$ cat src/rtl/systolic_tile_ctrl_if.sv
// ---------------------------------------------------------------------------
// systolic_tile_ctrl_if
//   Command / datapath-enable bundle between a host and systolic_tile_ctrl.
//
//   Parameters
//     KW : width of k_len (activation rows per pass)
//
//   Signals
//     start, k_len, abort         host -> controller command strobe / length / abort
//     cmd_ready, busy, done       controller -> host status
//     weight_buffer_out_en,
//     write_weight_en             WLOAD enables
//     input_buffer_out_en         STREAM enable
//     output_buffer_load_en       capture window enable
//     output_buffer_out_en        unload beat (out_valid & out_ready)
//     out_valid / out_ready       unload handshake
//     reuse_w                     only with SA_WEIGHT_REUSE_EN: skip WLOAD when
//                                 weights are already resident
//
//   Modports
//     master : host / testbench side
//     slave  : controller side
// ---------------------------------------------------------------------------
interface systolic_tile_ctrl_if #(
  parameter int KW = 9
);
  logic          start;
  logic [KW-1:0] k_len;
  logic          abort;
`ifdef SA_WEIGHT_REUSE_EN
  logic          reuse_w;
`endif
  logic          cmd_ready;
  logic          busy;
  logic          done;
  logic          weight_buffer_out_en;
  logic          write_weight_en;
  logic          input_buffer_out_en;
  logic          output_buffer_load_en;
  logic          output_buffer_out_en;
  logic          out_valid;
  logic          out_ready;

  modport master (
`ifdef SA_WEIGHT_REUSE_EN
    output reuse_w,
`endif
    output start, k_len, abort, out_ready,
    input  cmd_ready, busy, done,
    input  weight_buffer_out_en, write_weight_en, input_buffer_out_en,
    input  output_buffer_load_en, output_buffer_out_en, out_valid
  );

  modport slave (
`ifdef SA_WEIGHT_REUSE_EN
    input  reuse_w,
`endif
    input  start, k_len, abort, out_ready,
    output cmd_ready, busy, done,
    output weight_buffer_out_en, write_weight_en, input_buffer_out_en,
    output output_buffer_load_en, output_buffer_out_en, out_valid
  );
endinterface

$ cat src/rtl/systolic_tile_ctrl.sv
// ---------------------------------------------------------------------------
// systolic_tile_ctrl
//   Sequencer for one systolic-array tile pass: a single start command walks
//   WLOAD -> STREAM -> DRAIN -> UNLOAD -> DONE and drives the datapath enables.
//
//   Parameters
//     ARRAY_W  : array width (weight rows shifted in, result skew)
//     K_MAX    : maximum activation rows per pass (k_len is clamped to it)
//     PIPE_LAT : cycles from first streamed activation to first result (>=1)
//     KW       : width of k_len
//
//   Ports
//     clk  : clock, rising edge
//     rst  : asynchronous reset, active low
//     bus  : systolic_tile_ctrl_if.slave (command, status, enables, handshake)
//
//   Optional feature macro: SA_WEIGHT_REUSE_EN
//     Adds bus.reuse_w and a w_loaded flag; a start with reuse_w=1 while the
//     weights are still resident skips WLOAD and goes straight to STREAM.
//     Without the macro WLOAD always runs.
// ---------------------------------------------------------------------------
module systolic_tile_ctrl #(
  parameter int ARRAY_W  = 8,
  parameter int K_MAX    = 256,
  parameter int PIPE_LAT = 8,
  parameter int KW       = $clog2(K_MAX + 1)
) (
  input logic                clk,
  input logic                rst,
  systolic_tile_ctrl_if.slave bus
);

  // t and the beat counter must hold K_MAX+ARRAY_W+PIPE_LAT without wrapping.
  localparam int TW = $clog2(K_MAX + ARRAY_W + PIPE_LAT + 1);
  localparam int WW = $clog2(ARRAY_W + 1);

  localparam logic [KW-1:0] KMAX_K = KW'(K_MAX);
  localparam logic [WW-1:0] WLAST  = WW'(ARRAY_W - 1);
  localparam logic [TW-1:0] PIPE_T = TW'(PIPE_LAT);
  localparam logic [TW-1:0] TAIL_T = TW'(PIPE_LAT + ARRAY_W - 2);
  localparam logic [TW-1:0] SKEW_T = TW'(ARRAY_W - 1);
  localparam logic [TW-1:0] ONE_T  = TW'(1);

  typedef enum logic [2:0] {
    S_IDLE,
    S_WLOAD,
    S_STREAM,
    S_DRAIN,
    S_UNLOAD,
    S_DONE
  } state_t;

  state_t        state_q, state_d;
  logic [KW-1:0] kl_q, kl_d;
  logic [WW-1:0] wc_q, wc_d;
  logic [TW-1:0] t_q, t_d;
  logic [TW-1:0] beat_q, beat_d;
`ifdef SA_WEIGHT_REUSE_EN
  logic          w_loaded_q, w_loaded_d;
`endif

  logic [KW-1:0] kl_sel;
  logic [TW-1:0] kl_ext;
  logic [TW-1:0] t_last;      // last t of the capture window
  logic [TW-1:0] stream_last; // last t of STREAM
  logic [TW-1:0] n_beats;     // N = kl + ARRAY_W - 1
  logic          skip_wload;
  logic          accept;
  logic          in_window;

  assign kl_sel      = (bus.k_len > KMAX_K) ? KMAX_K : bus.k_len;
  assign kl_ext      = TW'(kl_q);
  assign t_last      = kl_ext + TAIL_T;
  assign stream_last = kl_ext - ONE_T;
  assign n_beats     = kl_ext + SKEW_T;

  // abort wins over a coincident start.
  assign accept = bus.start && !bus.abort;

`ifdef SA_WEIGHT_REUSE_EN
  assign skip_wload = bus.reuse_w && w_loaded_q;
`else
  assign skip_wload = 1'b0;
`endif

  // ------------------------------------------------------------------ state
  always_ff @(posedge clk or negedge rst) begin
    if (!rst) begin
      state_q    <= S_IDLE;
      kl_q       <= '0;
      wc_q       <= '0;
      t_q        <= '0;
      beat_q     <= '0;
`ifdef SA_WEIGHT_REUSE_EN
      w_loaded_q <= 1'b0;
`endif
    end else begin
      state_q    <= state_d;
      kl_q       <= kl_d;
      wc_q       <= wc_d;
      t_q        <= t_d;
      beat_q     <= beat_d;
`ifdef SA_WEIGHT_REUSE_EN
      w_loaded_q <= w_loaded_d;
`endif
    end
  end

  // ------------------------------------------------------------- next state
  always_comb begin
    state_d    = state_q;
    kl_d       = kl_q;
    wc_d       = wc_q;
    t_d        = t_q;
    beat_d     = beat_q;
`ifdef SA_WEIGHT_REUSE_EN
    w_loaded_d = w_loaded_q;
`endif

    case (state_q)
      S_IDLE: begin
        if (accept) begin
          kl_d   = kl_sel;
          wc_d   = '0;
          t_d    = '0;
          beat_d = '0;
          if (kl_sel == '0) begin
            state_d = S_DONE;
          end else if (skip_wload) begin
            state_d = S_STREAM;
          end else begin
            state_d = S_WLOAD;
          end
        end
      end

      S_WLOAD: begin
        if (wc_q == WLAST) begin
          state_d    = S_STREAM;
          wc_d       = '0;
          t_d        = '0;
`ifdef SA_WEIGHT_REUSE_EN
          w_loaded_d = 1'b1;
`endif
        end else begin
          wc_d = wc_q + 1'b1;
        end
      end

      S_STREAM: begin
        t_d = t_q + ONE_T;
        // DRAIN is always visited, even when the capture window has already
        // closed by the end of STREAM.
        if (t_q == stream_last) begin
          state_d = S_DRAIN;
        end
      end

      S_DRAIN: begin
        t_d = t_q + ONE_T;
        if (t_q >= t_last) begin
          state_d = S_UNLOAD;
          beat_d  = '0;
        end
      end

      S_UNLOAD: begin
        if (bus.out_ready) begin
          beat_d = beat_q + ONE_T;
          if (beat_d == n_beats) begin
            state_d = S_DONE;
          end
        end
      end

      S_DONE: begin
        state_d = S_IDLE;
        kl_d    = '0;
        wc_d    = '0;
        t_d     = '0;
        beat_d  = '0;
      end

      default: begin
        state_d = S_IDLE;
      end
    endcase

    // abort clears the pass from any busy state; in IDLE it has no effect.
    if (bus.abort && (state_q != S_IDLE)) begin
      state_d    = S_IDLE;
      kl_d       = '0;
      wc_d       = '0;
      t_d        = '0;
      beat_d     = '0;
`ifdef SA_WEIGHT_REUSE_EN
      w_loaded_d = 1'b0;
`endif
    end
  end

  // ---------------------------------------------------------------- outputs
  // All outputs decode state_q, so an asynchronous reset drops them at once.
  assign in_window = ((state_q == S_STREAM) || (state_q == S_DRAIN)) &&
                     (t_q >= PIPE_T) && (t_q <= t_last);

  assign bus.cmd_ready             = (state_q == S_IDLE);
  assign bus.busy                  = (state_q != S_IDLE);
  assign bus.done                  = (state_q == S_DONE);
  assign bus.weight_buffer_out_en  = (state_q == S_WLOAD);
  assign bus.write_weight_en       = (state_q == S_WLOAD);
  assign bus.input_buffer_out_en   = (state_q == S_STREAM);
  assign bus.output_buffer_load_en = in_window;
  assign bus.out_valid             = (state_q == S_UNLOAD);
  assign bus.output_buffer_out_en  = (state_q == S_UNLOAD) && bus.out_ready;

endmodule

$ cat src/flat_wrapper.sv
// flat-port wrapper written by rule: the top's interface ports become plain ports
module systolic_tile_ctrl_flat 
#(
  parameter int ARRAY_W  = 8,
  parameter int K_MAX    = 256,
  parameter int PIPE_LAT = 8,
  parameter int KW       = $clog2(K_MAX + 1)
)
  (clk, rst, bus_start, bus_k_len, bus_abort, bus_out_ready, bus_cmd_ready, bus_busy, bus_done, bus_weight_buffer_out_en, bus_write_weight_en, bus_input_buffer_out_en, bus_output_buffer_load_en, bus_output_buffer_out_en, bus_out_valid);
  systolic_tile_ctrl_if #(.KW(KW)) bus_i ();
  input logic clk;
  input logic rst;
  input wire logic [$bits(bus_i.start)-1:0] bus_start;
  input wire logic [$bits(bus_i.k_len)-1:0] bus_k_len;
  input wire logic [$bits(bus_i.abort)-1:0] bus_abort;
  input wire logic [$bits(bus_i.out_ready)-1:0] bus_out_ready;
  output wire logic [$bits(bus_i.cmd_ready)-1:0] bus_cmd_ready;
  output wire logic [$bits(bus_i.busy)-1:0] bus_busy;
  output wire logic [$bits(bus_i.done)-1:0] bus_done;
  output wire logic [$bits(bus_i.weight_buffer_out_en)-1:0] bus_weight_buffer_out_en;
  output wire logic [$bits(bus_i.write_weight_en)-1:0] bus_write_weight_en;
  output wire logic [$bits(bus_i.input_buffer_out_en)-1:0] bus_input_buffer_out_en;
  output wire logic [$bits(bus_i.output_buffer_load_en)-1:0] bus_output_buffer_load_en;
  output wire logic [$bits(bus_i.output_buffer_out_en)-1:0] bus_output_buffer_out_en;
  output wire logic [$bits(bus_i.out_valid)-1:0] bus_out_valid;
  assign bus_i.start = bus_start;
  assign bus_i.k_len = bus_k_len;
  assign bus_i.abort = bus_abort;
  assign bus_i.out_ready = bus_out_ready;
  assign bus_cmd_ready = bus_i.cmd_ready;
  assign bus_busy = bus_i.busy;
  assign bus_done = bus_i.done;
  assign bus_weight_buffer_out_en = bus_i.weight_buffer_out_en;
  assign bus_write_weight_en = bus_i.write_weight_en;
  assign bus_input_buffer_out_en = bus_i.input_buffer_out_en;
  assign bus_output_buffer_load_en = bus_i.output_buffer_load_en;
  assign bus_output_buffer_out_en = bus_i.output_buffer_out_en;
  assign bus_out_valid = bus_i.out_valid;
  systolic_tile_ctrl #(.ARRAY_W(ARRAY_W), .K_MAX(K_MAX), .PIPE_LAT(PIPE_LAT), .KW(KW)) u_core (.clk(clk), .rst(rst), .bus(bus_i));
endmodule
$ cat config.mk
export PLATFORM = sky130hd
export DESIGN_NAME = systolic_tile_ctrl_flat
export DESIGN_NICKNAME = d
export VERILOG_FILES = /design/src/rtl/systolic_tile_ctrl_if.sv /design/src/rtl/systolic_tile_ctrl.sv /design/src/flat_wrapper.sv
export SDC_FILE = /design/constraint.sdc
export NUM_CORES = 1
export LEC_CHECK = 0
export BUFFER_PORTS_ARGS = -buffer_cell sky130_fd_sc_hd__buf_2
export CAP_MARGIN = 0
export CORE_ASPECT_RATIO = 0.9
export CORE_MARGIN = 2
export CORE_UTILIZATION = 40
export DETAILED_ROUTE_END_ITERATION = 6
export SLEW_MARGIN = 10
export SYNTH_ARGS = -nofsm -noshare
export SYNTH_HDL_FRONTEND = slang
export SYNTH_SLANG_ARGS = --single-unit
$ cat constraint.sdc
create_clock -name clk -period 2.86 [get_ports clk]
set_clock_uncertainty 0.1 [all_clocks]
set_input_delay 0.572 -clock clk [delete_from_list [all_inputs] [get_ports clk]]
set_output_delay 0.572 -clock clk [all_outputs]
set_load 0.005 [all_outputs]
==> results_dict.tcl <==
set metrics [dict create \
    dieArea_sq_mm 0.00775 \
    hold_viol 0 \
    placementRows 29 \
    required_ns 2.19 \
    syn_nets 361 \
    synth-seq-area-share 0.301 \
    track_usage 0.192 \
    finalCritPeriodShare 1.09 \
    grt_max_degree 35 \
    grt_pass1_vias 2393 \
    start_util 0.407 \
    syn2layout_area_growth_pct 19.7 \
    syn_inst 332 \
    hp-class "in2async" \
    n_fill_cell 678 \
    cts_buffer_depth 2 \
    synthAdderAreaFrac 0.0665 \
    synth_xor_area_frac 0.131 \
    clock_latency_ns 0.29 \
    finalPower_mw 2.74 \
    synthTopCellsByArea "dfrtp_1 (30%), xnor2_1 (7.1%), ha_1 (6.6%)" \
    drive_gt1_frac 0.247 \
    die_h_um 83.7 \
    drtIter0Drc 123 \
    routed_wirelength_um 7170 \
    synth-edff-count 0 \
    cts_buffers 5 \
    max_cap_viol_count 0 \
    synth_top_area_share 0.301 \
    fmax_ghz 0.322 \
    synth-seq-cells 34 \
    nNetsFinal 393 \
    cp.arrival_ns 2.43 \
    period_needed_ns 3.11 \
    worst_pin_slew_ns 0.809 \
    clock-sinks 34 \
    cts_tree "built" \
    grt_setup_unrepaired "yes" \
    yosysWarnings 0 \
    synth_top_family_by_area "simple AND/OR/NAND/NOR gates" \
    yosys.cell_types.count 51 \
    power.density_mw_per_mm2 810 \
    netlist_area_sq_mm 0.00282 \
    yosys.area.top_type "dfrtp_1" \
    antenna_cells 0 \
    p_leak_nw 1.49 \
    gp_congestion 0.870 \
    place_hpwl_um 5250 \
    viasPerCell 5.42 \
    multi_input_comb_area_sq_mm 0.00196 \
    synth_most_common_cell "dfrtp_1" \
    antenna_left 0 \
    num_vias 2484 \
    register_area_sq_um 852 \
    placed_cells_incl_taps 449 \
    grt-ovfl-total 0 \
    startpoint_type "flip-flop" \
    setup-violations-final 9 \
    timing.final.ws_setup_ns -0.245 \
    dr.pass1.iters 4 \
    port_buffers 22 \
    fin_tns_setup_ns -0.467 \
    worst-path-max-fanout 3 \
    grt_first_pass_wirelength_um 11800 \
    fp.dieW_um 92.6 \
    cts_root_buf "clkbuf_8" \
    hold_slack_ns 0.274 \
    wl_per_cell_um 15.7 \
    layout.cells.non_filler 458 \
    status "finished, violations left" \
    ys_top_cells_by_count "dfrtp_1 (34), nand2_1 (32), o21ai_0 (29)" \
    end_kind "primary output" \
    path_clk_slew_ns 0.07 \
    cts_setup_buffers 0 \
    violations "negative setup slack" \
    synth_compound_area_frac 0.203 \
    drc 0 \
    htreeDepth 2 \
    grt_antenna_before_repair 0 \
    worstSetupPathType "reg2out" \
    slew-limit-headroom 0.461 \
    slew_violations 0 \
    ir_drop_v 0.000320 \
    yosys.area_share.simple 0.248 \
    synthArstFlopShare 1.00 \
    io_pins 23 \
    synthMuxAreaShare 0 \
    core_sq_mm 0.00693 \
    fin_util 0.488 \
    synthFlopType "dfrtp_1" \
    syn_avg_cell_area_sq_um 8.51 \
]
-- worst max-delay path, cell delays in order, from the launching register on --
cell and delay, ns:
dfrtp_1 0.43, inv_2 0.08, ha_4 0.17, buf_6 0.12, xnor2_4 0.16, ha_4 0.22
and4_4 0.18, nor2b_4 0.12, o21a_1 0.19, nor2_1 0.11, nor2_2 0.05, nor3_2 0.18
buf_2 0.13
-- metal layers --
layer  share of wire  vias to the layer above  wire (um)  GRT usage
li1                -                     1243          -          -
met1            0.49                     1192       3490      0.282
met2            0.46                       43       3330      0.297
met3           0.042                        6        302     0.0361
met4          0.0066                        0         47     0.0366
met5               0                        -          0          0
-- path summary, 6_finish.rpt --
path / endpoint / depth (start not counted) / from / slack (ns)
min in group clk: u_core.kl_ext[0] / 2 / bus_k_len[0] / 0.41
hold reg to reg: u_core.beat_q[5] / 2 / u_core.beat_q[5] / 0.44
setup reg to reg: u_core.beat_q[4] / 12 / u_core.kl_ext[2] / -0.05
max in group asynchronous: u_core.kl_ext[3] / 1 / rst / 1.84
hold / removal: u_core.kl_ext[3] / 1 / rst / 0.27
setup / recovery: bus_output_buffer_load_en / 12 / u_core.kl_ext[2] / -0.25
-- cell families (layout without fill, tap and decap cells) --
| logic type | after synthesis | count (layout) |
|---|---|---|
| simple gates | 131 | 131 |
| compound gates | 85 | 85 |
| xor+xnor | 39 | 39 |
| flops | 34 | 34 |
| buf+inv | 28 | 61 |
| fa+ha+maj | 15 | 15 |
-- layout make-up --
type	count	area share
inverters	10	0.0111
well taps	93	0.0344
repair buffers	43	0.0903
flip-flops and latches	34	0.252
multi-input cells	270	0.579
clock buffers	8	0.0326
-- sequential cells by signal, indices dropped and copies added, names as in the netlist --
| name | flops |
|---|---|
| u_core.beat_q | 9 |
| u_core.wc_q | 4 |
| u_core.state_q | 3 |
| u_core.kl_ext | 9 |
| u_core.t_q | 9 |
-- per-stage QoR --
| step | instance area, sq um | worst slack, ns |
|---|---|---|
| 2_1_floorplan | 2850 | 0.0271 |
| 3_3_place_gp | 3130 | -0.0379 |
| 3_5_place_dp | 3130 | -0.0827 |
| 4_1_cts | 3270 | -0.289 |
| 5_1_grt | 3380 | -0.383 |
| 6_report | 3380 | -0.245 |
-- repair_timing --
action                                  4_1_cts  5_1_grt
cloned                                        0        1
pin swaps                                     0       14
hold buffers                                  0        0
hold endpoints to repair                      0        0
resized for setup                             6       23
endpoints found under the setup margin       11       12
-- where the power goes --
part           internal (mW)  switching (mW)  leakage (nW)
registers              0.554           0.105         0.463
logic                  0.800           0.846         0.971
clock network          0.244           0.188        0.0575
-- cells in the final DEF, fill, tap and decap left out, types with 3 or more instances in the layout --
master / count
ha_1: 13
o41ai_2: 4
o31ai_2: 4
o31ai_1: 4
o21a_1: 4
nor3_1: 4
and2_1: 5
dfrtp_1: 33
nand4_1: 5
a22o_1: 10
o21ai_1: 8
buf_4: 17
nor2b_1: 3
a21oi_1: 10
nand2b_1: 6
xnor2_1: 22
nand2_1: 28
nor2_1: 27
nand2_2: 4
buf_2: 22
a31oi_1: 6
o21ai_2: 3
and3_1: 8
inv_1: 8
clkbuf_8: 8
or3_1: 3
nor4_1: 4
nand3b_1: 3
o21ai_0: 25
xor2_1: 14
nand3_1: 9
Note: power is estimated with default switching activity, not from simulation.
